**config.mk**
```make
export PLATFORM = sky130hd
export DESIGN_NAME = hazard_gid
export DESIGN_NICKNAME = d
export VERILOG_FILES = /design/src/rtl/gid_pkg.sv /design/src/rtl/gid_class_decode.sv /design/src/rtl/hazard_gid.sv
export SDC_FILE = /design/constraint.sdc
export NUM_CORES = 1
export LEC_CHECK = 0
export CORE_UTILIZATION = 25
export CTS_CLUSTER_SIZE = 24
export DETAILED_ROUTE_END_ITERATION = 10
export GPL_TIMING_DRIVEN = 0
export PLACE_DENSITY = 0.62
export SLEW_MARGIN = 40
export SYNTH_ARGS = -nofsm -noshare
export SYNTH_HDL_FRONTEND = slang
export SYNTH_HIERARCHICAL = 1
export SYNTH_SLANG_ARGS = --single-unit
```
**constraint.sdc**
```tcl
create_clock -name clk -period 3.7 [get_ports clk]
set_input_delay 0.555 -clock clk [delete_from_list [all_inputs] [get_ports clk]]
set_output_delay 0.555 -clock clk [all_outputs]
set_load 0.05 [all_outputs]
```
**src/rtl/gid_pkg.sv**
```systemverilog
// Shared constants and types for the hazard-unit instruction classifier (hazard_gid).
// Optional extended R-type decodes are controlled by the GID_EXT_ISA_EN macro.
package gid_pkg;

    localparam logic [2:0] TUSE_NONE = 3'd7;

    localparam logic [5:0] OP_RTYPE = 6'h00;
    localparam logic [5:0] OP_J     = 6'h02;
    localparam logic [5:0] OP_JAL   = 6'h03;
    localparam logic [5:0] OP_BEQ   = 6'h04;
    localparam logic [5:0] OP_ORI   = 6'h0d;
    localparam logic [5:0] OP_LUI   = 6'h0f;
    localparam logic [5:0] OP_LW    = 6'h23;
    localparam logic [5:0] OP_SW    = 6'h2b;

    localparam logic [5:0] FN_SLL  = 6'h00;
    localparam logic [5:0] FN_JR   = 6'h08;
    localparam logic [5:0] FN_JALR = 6'h09;
    localparam logic [5:0] FN_ADDU = 6'h21;
    localparam logic [5:0] FN_SUBU = 6'h23;
    localparam logic [5:0] FN_SLT  = 6'h2a;

    localparam logic [4:0] REG_RA = 5'd31;

    typedef enum logic [2:0] {
        STAGE_D = 3'd1,
        STAGE_E = 3'd2,
        STAGE_M = 3'd3,
        STAGE_W = 3'd4
    } stage_e;

    typedef enum logic [2:0] {
        DP_NONE = 3'd0,
        DP_ALU  = 3'd1,
        DP_DM   = 3'd2,
        DP_PC8  = 3'd3
    } dport_e;

    typedef struct packed {
        logic [2:0] tuse_rs;
        logic [2:0] tuse_rt;
        logic [2:0] tnew_base;
        logic [4:0] a3;
        logic       wr;
        dport_e     dport;
    } gid_dec_t;

endpackage

```
**src/rtl/gid_class_decode.sv**
```systemverilog
// Stage-independent instruction classification: Tuse, base Tnew (at D), destination,
// write flag and result port. Extended R-type decodes under GID_EXT_ISA_EN.
module gid_class_decode
    import gid_pkg::*;
(
    input  logic [31:0] IR,
    output gid_dec_t    dec
);

    logic [5:0] opcode;
    logic [5:0] funct;
    logic [4:0] rt;
    logic [4:0] rd;
    logic       unused_fields;

    assign opcode = IR[31:26];
    assign funct  = IR[5:0];
    assign rt     = IR[20:16];
    assign rd     = IR[15:11];
    assign unused_fields = ^{IR[25:21], IR[10:6]};

    always_comb begin
        dec = '{tuse_rs: TUSE_NONE, tuse_rt: TUSE_NONE, tnew_base: 3'd0,
                a3: 5'd0, wr: 1'b0, dport: DP_NONE};
        case (opcode)
            OP_RTYPE: begin
                case (funct)
                    FN_ADDU, FN_SUBU: begin
                        dec = '{tuse_rs: 3'd1, tuse_rt: 3'd1, tnew_base: 3'd2,
                                a3: rd, wr: 1'b1, dport: DP_ALU};
                    end
                    FN_JR: begin
                        dec.tuse_rs = 3'd0;
                    end
`ifdef GID_EXT_ISA_EN
                    FN_SLL: begin
                        dec = '{tuse_rs: TUSE_NONE, tuse_rt: 3'd1, tnew_base: 3'd2,
                                a3: rd, wr: 1'b1, dport: DP_ALU};
                    end
                    FN_SLT: begin
                        dec = '{tuse_rs: 3'd1, tuse_rt: 3'd1, tnew_base: 3'd2,
                                a3: rd, wr: 1'b1, dport: DP_ALU};
                    end
                    FN_JALR: begin
                        dec = '{tuse_rs: 3'd0, tuse_rt: TUSE_NONE, tnew_base: 3'd0,
                                a3: rd, wr: 1'b1, dport: DP_PC8};
                    end
`endif
                    default: ;
                endcase
            end
            OP_ORI: begin
                dec = '{tuse_rs: 3'd1, tuse_rt: TUSE_NONE, tnew_base: 3'd2,
                        a3: rt, wr: 1'b1, dport: DP_ALU};
            end
            OP_LUI: begin
                dec = '{tuse_rs: TUSE_NONE, tuse_rt: TUSE_NONE, tnew_base: 3'd2,
                        a3: rt, wr: 1'b1, dport: DP_ALU};
            end
            OP_LW: begin
                dec = '{tuse_rs: 3'd1, tuse_rt: TUSE_NONE, tnew_base: 3'd3,
                        a3: rt, wr: 1'b1, dport: DP_DM};
            end
            OP_SW: begin
                dec.tuse_rs = 3'd1;
                dec.tuse_rt = 3'd2;
            end
            OP_BEQ: begin
                dec.tuse_rs = 3'd0;
                dec.tuse_rt = 3'd0;
            end
            OP_JAL: begin
                dec = '{tuse_rs: TUSE_NONE, tuse_rt: TUSE_NONE, tnew_base: 3'd0,
                        a3: REG_RA, wr: 1'b1, dport: DP_PC8};
            end
            default: ;
        endcase
    end

endmodule

```
**src/rtl/hazard_gid.sv**
```systemverilog
// Per-stage hazard classifier: decodes IR, ages Tnew by pipeline stage, registers outputs.
// Build option: GID_EXT_ISA_EN adds sll/slt/jalr decodes.
module hazard_gid
    import gid_pkg::*;
(
    input  logic        clk,
    input  logic        reset,
    input  logic [31:0] IR,
    input  logic [2:0]  Pipe,
    output logic [2:0]  Tuse_Rs,
    output logic [2:0]  Tuse_Rt,
    output logic        RegWriteNonZero,
    output logic [4:0]  A3,
    output logic [2:0]  Tnew,
    output logic [2:0]  DPort
);

    gid_dec_t   dec;
    logic       pipe_ok;
    logic [2:0] age;
    logic [2:0] tnew_aged;

    gid_class_decode u_class_decode (
        .IR  (IR),
        .dec (dec)
    );

    assign pipe_ok = (Pipe >= STAGE_D) && (Pipe <= STAGE_W);
    assign age     = Pipe - 3'd1;
    // Saturating subtract: a result already produced stays at 0 instead of wrapping.
    assign tnew_aged = (dec.tnew_base > age) ? (dec.tnew_base - age) : 3'd0;

    always_ff @(posedge clk) begin
        if (reset) begin
            Tuse_Rs         <= TUSE_NONE;
            Tuse_Rt         <= TUSE_NONE;
            RegWriteNonZero <= 1'b0;
            A3              <= '0;
            Tnew            <= '0;
            DPort           <= DP_NONE;
        end else begin
            Tuse_Rs <= dec.tuse_rs;
            Tuse_Rt <= dec.tuse_rt;
            if (pipe_ok) begin
                RegWriteNonZero <= dec.wr && (dec.a3 != 5'd0);
                A3              <= dec.a3;
                Tnew            <= tnew_aged;
                DPort           <= dec.dport;
            end else begin
                RegWriteNonZero <= 1'b0;
                A3              <= '0;
                Tnew            <= '0;
                DPort           <= DP_NONE;
            end
        end
    end

endmodule

```
== Yosys cells after proc, flatten, opt, wreduce, memory -nomap -nowiden ==
Index checks and enable logic that the tools add are counted.

* Memories: 0
* Bits in latches: 0
* ROM bits: 0
* Bits in writable memories: 0
* Word-level logic and storage cells: 35
* Register bits: 18
* Input port bits: 37
* Output and inout port bits: 18

* Mux-type cells: 4
* Divide/modulo/power cells: 0
* $mul: 0
* Equality and inequality tests: 9
* $add $sub $neg: 2
* Reduce and logical (&&, ||, !) cells: 9
* Order comparisons: 3
* Shift operators: 0
* Bitwise logic cells: 2

{| class="wikitable"
|+ Operators with widths
! kind !! number
|-
| 12-bit one-hot mux with 4 select lines || 1
|-
| 6-bit equality test (second input constant) || 4
|-
| 6-bit one-hot mux with 4 select lines || 1
|-
| 6-bit by 4-bit equality test with 1-bit output (second input constant) || 3
|-
| 15-bit 2-to-1 mux || 1
|-
| 2-bit OR reduction || 4
|-
| 6-bit by 2-bit equality test with 1-bit output (second input constant) || 1
|-
| 6-bit by 3-bit equality test with 1-bit output (second input constant) || 1
|-
| 6-bit zero test || 1
|-
| 3-bit one-hot mux with 2 select lines || 1
|-
| 5-bit nonzero test || 1
|-
| 3-bit by 1-bit >= comparator with 1-bit output (second input constant) || 1
|-
| 3-bit > comparator || 1
|-
| 3-bit less-or-equal comparator (second input constant) || 1
|-
| 3-bit OR reduction || 1
|-
| 3-bit by 1-bit subtractor with 3-bit output (second input constant) || 1
|-
| 3-bit subtractor || 1
|-
| 1-bit logical AND || 2
|-
| 1-bit NOT || 2
|}

== Longest topological paths before layout ==
* Depth in word-level cells: 7
* Mapped depth: 9
* Gate-level depth less buffers: 9

== By module ==
Netlist, hierarchy kept.

{| class="wikitable"
|+ Modules (own cells, without submodules)
! module !! sequential area each (sq um) !! area each (sq um) !! cells each !! instances
|-
| hazard_gid || 360.3 || 711.9 || 60 || 1
|-
| gid_class_decode || 0.0 || 336.6 || 46 || 1
|}

== Worst setup path before layout ==
No wires, ideal clock.

* Path type: in2reg
* Start point: input IR[0]
* End point: register Tnew[2]
* Buffers on the path: 1
* Setup slack: 1459 ps
* Stages: 8
* Arrival time: 2113 ps
* Cell sequence: nor4b_1 -> and4_1 -> buf_6 -> a221o_2 -> ha_1 -> and3b_1 -> a211oi_2 -> nor3b_1

{| class="wikitable"
|+ RTL lines
! element !! RTL line !! text
|-
| from (decl) || hazard_gid.sv:8 || <nowiki>input logic [31:0] IR,</nowiki>
|-
| to (signal assigned) || hazard_gid.sv:47 || <nowiki>Tnew <= tnew_aged;</nowiki>
|-
| to (decl) || hazard_gid.sv:14 || <nowiki>output logic [2:0] Tnew,</nowiki>
|}

==> run metrics <==
area share of fa/ha/maj cells after synthesis about 9.1%; Diodes inserted 0; launch point of the worst hold path IR[1]; buffers plus inverters on the worst setup path 3; number of routed nets with antenna violations 0; remaining design rule violation count 0; initial antenna violation count 0; overall die area roughly 0.0045 mm²; HPWL after detailed placement 1900 µm; Top Family by Delay on Critical Path simple AND/OR/NAND/NOR gates; CTS resizes 0; buffers inserted during post-CTS setup optimization 0; xor-xnor portion of the synthesized cell area 0%; Power Internal 0.000346 W; via count of the first global-routing pass around 970; worst slew slack as a fraction of its limit between 60% and 70%; highest clock rate between 300 and 400 MHz; dpl cell area 0.00156 mm²; Req. time, crit path about 3.8 ns; worst hold-check path type in2reg; IO Pins between 50 and 60; compound-gate portion of the synthesized area between 10% and 20%; critical path's largest stage delay between 0.5 and 0.6 ns; number of optimization iterations in the first detailed-route pass 3; cells after synthesis about 110; total leakage power 0.648 nW; Max-Cap Viols 0; synthesized flop and latch total 18; Port Buf Inserts 44; Worst Max-Slew Pin Slew ~0.52 ns; CTS max path bufs 2; fraction of power consumed by sequential logic about 44%; post-synthesis simple-gate area fraction 35.2%; share of the cycle needed by the critical path after routing 74.5%; Root Driver sky130_fd_sc_hd__clkbuf_8; H-tree depth reported by CTS 1; Starting Density a little over a quarter; routed len/inst approximately 11 µm; category of the worst setup path launch point input pin; CTS Buf Count 3; Max Slew Vio Count 0; mux share of post-synthesis cell area 0%; layout overhead on the synthesized area 53.6%; CP Max Fanout 9; PnR Total Power 0.000456 W; total number of vias around 950; critical path type in2reg; hold path depth 4; GPL Wtd Cong roughly 0.83; Min Clock Period, post-route approximately 2.8 ns; fraction of the yosys area taken by sequential cells approximately a third; area of the mapped netlist 0.00105 mm²; clock tree from TritonCTS done; Tot GR Track Use a little over a tenth; Sw Pwr roughly 0.00011 W; Initial DRC Count 7; leftover overflow at the end of global routing 0; unrepaired setup endpoints after global routing no; Final Hold Violating Endpoints 0; combinational family with the most area after synthesis simple AND/OR/NAND/NOR gates; PD cells 283 mW/mm²; Setup TNS Final 0 ns; number of buffers inserted for hold repair after clock tree synthesis 0; Critical Path Sink Type flop; wire length of the first global-routing pass around 3800 µm; crit path cell chain clkdlybuf4s50_1, nor4_2, and4_1, buf_6, a221o_2, inv_1, fa_1, and2_1, a21oi_1, nor3b_1; part of the power in combinational logic a little under a quarter; Finished Core Util between 40% and 50%; worst setup timing slack at the placement stage between 0.7 and 0.8 ns; number of rows in the core area 23; die extent in y ~67 µm; distinct cell type count of the synthesized netlist 42; share of cells above drive strength 1 20.0%; cell at the slowest stage of the critical path sky130_fd_sc_hd__clkdlybuf4s50_1; post-route design area roughly 0.0016 mm²; CTS clk-pin slew, worst paths ~0.060 ns; critical path launch point IR[31]; clock group share of total power 33.7%; width of the chip ~67 µm; Layout Nets 200; hold endpoint Tuse_Rs[0]$_SDFF_PP1_; TritonCTS Sinks 18; outcome complete, no violations; WP data arrival about 2.9 ns; maximum number of pins on one net before global-route repair 11; Switching Fraction 24.1%; area of the core between 0.004 and 0.005 mm²; worst setup slack after layout 0.945 ns; syn_area_per_cell around 9.9 µm²; Vias/cell 4.64; Worst VDD drop 0.0983 mV; count of warnings emitted by yosys 6; number of endpoints failing setup at the final stage 0; total wire length between 2000 and 2500 µm
layer usage:
| layer | GRT usage (%) | up-vias | part of all wire (%) |
|---|---|---|---|
| met5 | 0 | - | 0 |
| met4 | 3.99 | 0 | 1.2 |
| met3 | 2.23 | 2 | 4.8 |
| met2 | 21.5 | 25 | 53 |
| met1 | 11.2 | 448 | 41 |
| li1 | - | 476 | - |
layout make-up:
cell class / instances / area [µm²]
flip-flops and latches: 18 / 360
multi-input cells: 75 / 613
plain buffers: 5 / 45.0
repair buffers: 44 / 440
fillers: 405 / 2390
inverters: 9 / 33.8
clock buffers: 4 / 55.1
well taps: 50 / 62.6
through the flow:
| stage | cells | hold WS [ns] |
|---|---|---|
| finish | 205 | 1.06 |
| global route | 205 | 1.09 |
| CTS | 205 | 1.06 |
| detailed placement | 201 | 1.32 |
| global placement | 201 | 1.31 |
| floorplan | 107 | 0.662 |
state kept, by name, summed over array words and instances, names as in the netlist:
| signal | flops |
|---|---|
| A3 | 5 |
| DPort | 3 |
| Tnew | 3 |
| Tuse_Rs | 3 |
| Tuse_Rt | 3 |
| RegWriteNonZero | 1 |
cell usage in the layout, fill, tap and decap left out, types with 3 or more instances in the layout:
master / count
sky130_fd_sc_hd__a221o_1: 5
sky130_fd_sc_hd__buf_4: 3
sky130_fd_sc_hd__dfxtp_1: 18
sky130_fd_sc_hd__clkbuf_8: 4
sky130_fd_sc_hd__clkdlybuf4s50_1: 44
sky130_fd_sc_hd__nor2_1: 4
sky130_fd_sc_hd__or2_2: 6
sky130_fd_sc_hd__o21ai_0: 4
sky130_fd_sc_hd__ha_1: 6
sky130_fd_sc_hd__nand2_1: 4
sky130_fd_sc_hd__and2_4: 8
sky130_fd_sc_hd__inv_1: 9
worst max path at each step:
stage          slack [ns]                  to  cells after the start
2_1_floorplan        1.46  Tnew[2]$_SDFF_PP0_                      8
3_3_place_gp         0.74  Tnew[2]$_SDFF_PP0_                      9
3_5_place_dp         0.71  Tnew[2]$_SDFF_PP0_                     10
4_1_cts              0.96  Tnew[2]$_SDFF_PP0_                     10
5_1_grt              0.74  Tnew[2]$_SDFF_PP0_                      9
6_report             0.95  Tnew[2]$_SDFF_PP0_                     10
tightest hold or removal path, stage by stage:
cell	delay, ns
sky130_fd_sc_hd__clkdlybuf4s50_1	0.45
sky130_fd_sc_hd__nor3_1	0.06
sky130_fd_sc_hd__o21ai_0	0.11
sky130_fd_sc_hd__or2_2	0.09
synth_stat cells (all sizes together):
master	count	share of area [%]
dfxtp	18	34
or3	1	0.60
nor4b	1	0.84
ha	6	7.2
nand4b	1	0.84
nor3b	2	1.4
and2	11	8.6
inv	9	3.2
nand2	4	1.4
o311a	1	0.95
or3b	2	1.7
a211oi	1	1.2
and3b	2	1.7
o21a	1	0.72
nor2	4	1.4
conb	1	0.36
or2	6	3.6
nand3b	1	0.72
fa	1	1.9
and4bb	1	1.2
nor3	2	1.4
o311ai	2	1.7
buf	5	4.3
a21oi	1	0.48
or4b	1	0.95
nor4bb	1	1.6
and4b	1	1.1
a221o	6	5.8
and4	1	0.84
or4	1	0.72
o211ai	1	0.72
nor2b	2	1.2
nand3	1	0.48
nor4	3	3.0
o21ai	4	1.9
power groups by stage:
stage / Sequential (W) / Clock [W] / Combinational, W
floorplan: 0.000216 / 0 / 0.0000412
global placement: 0.000203 / 0 / 0.000101
detailed placement: 0.000203 / 0 / 0.000105
CTS: 0.000198 / 0.000160 / 0.000105
global route: 0.000199 / 0.000170 / 0.000114
finish: 0.000198 / 0.000154 / 0.000104
cells by family (layout without fill, tap and decap cells):
group	after synthesis	in the layout
flip-flops	18	18
adder cells (fa/ha/maj)	7	7
AND/OR/NAND/NOR	49	49
AO/OA/AOI/OAI	17	17
buffers and inverters	14	62
other	1	2
(Power assumes the default switching activity.)
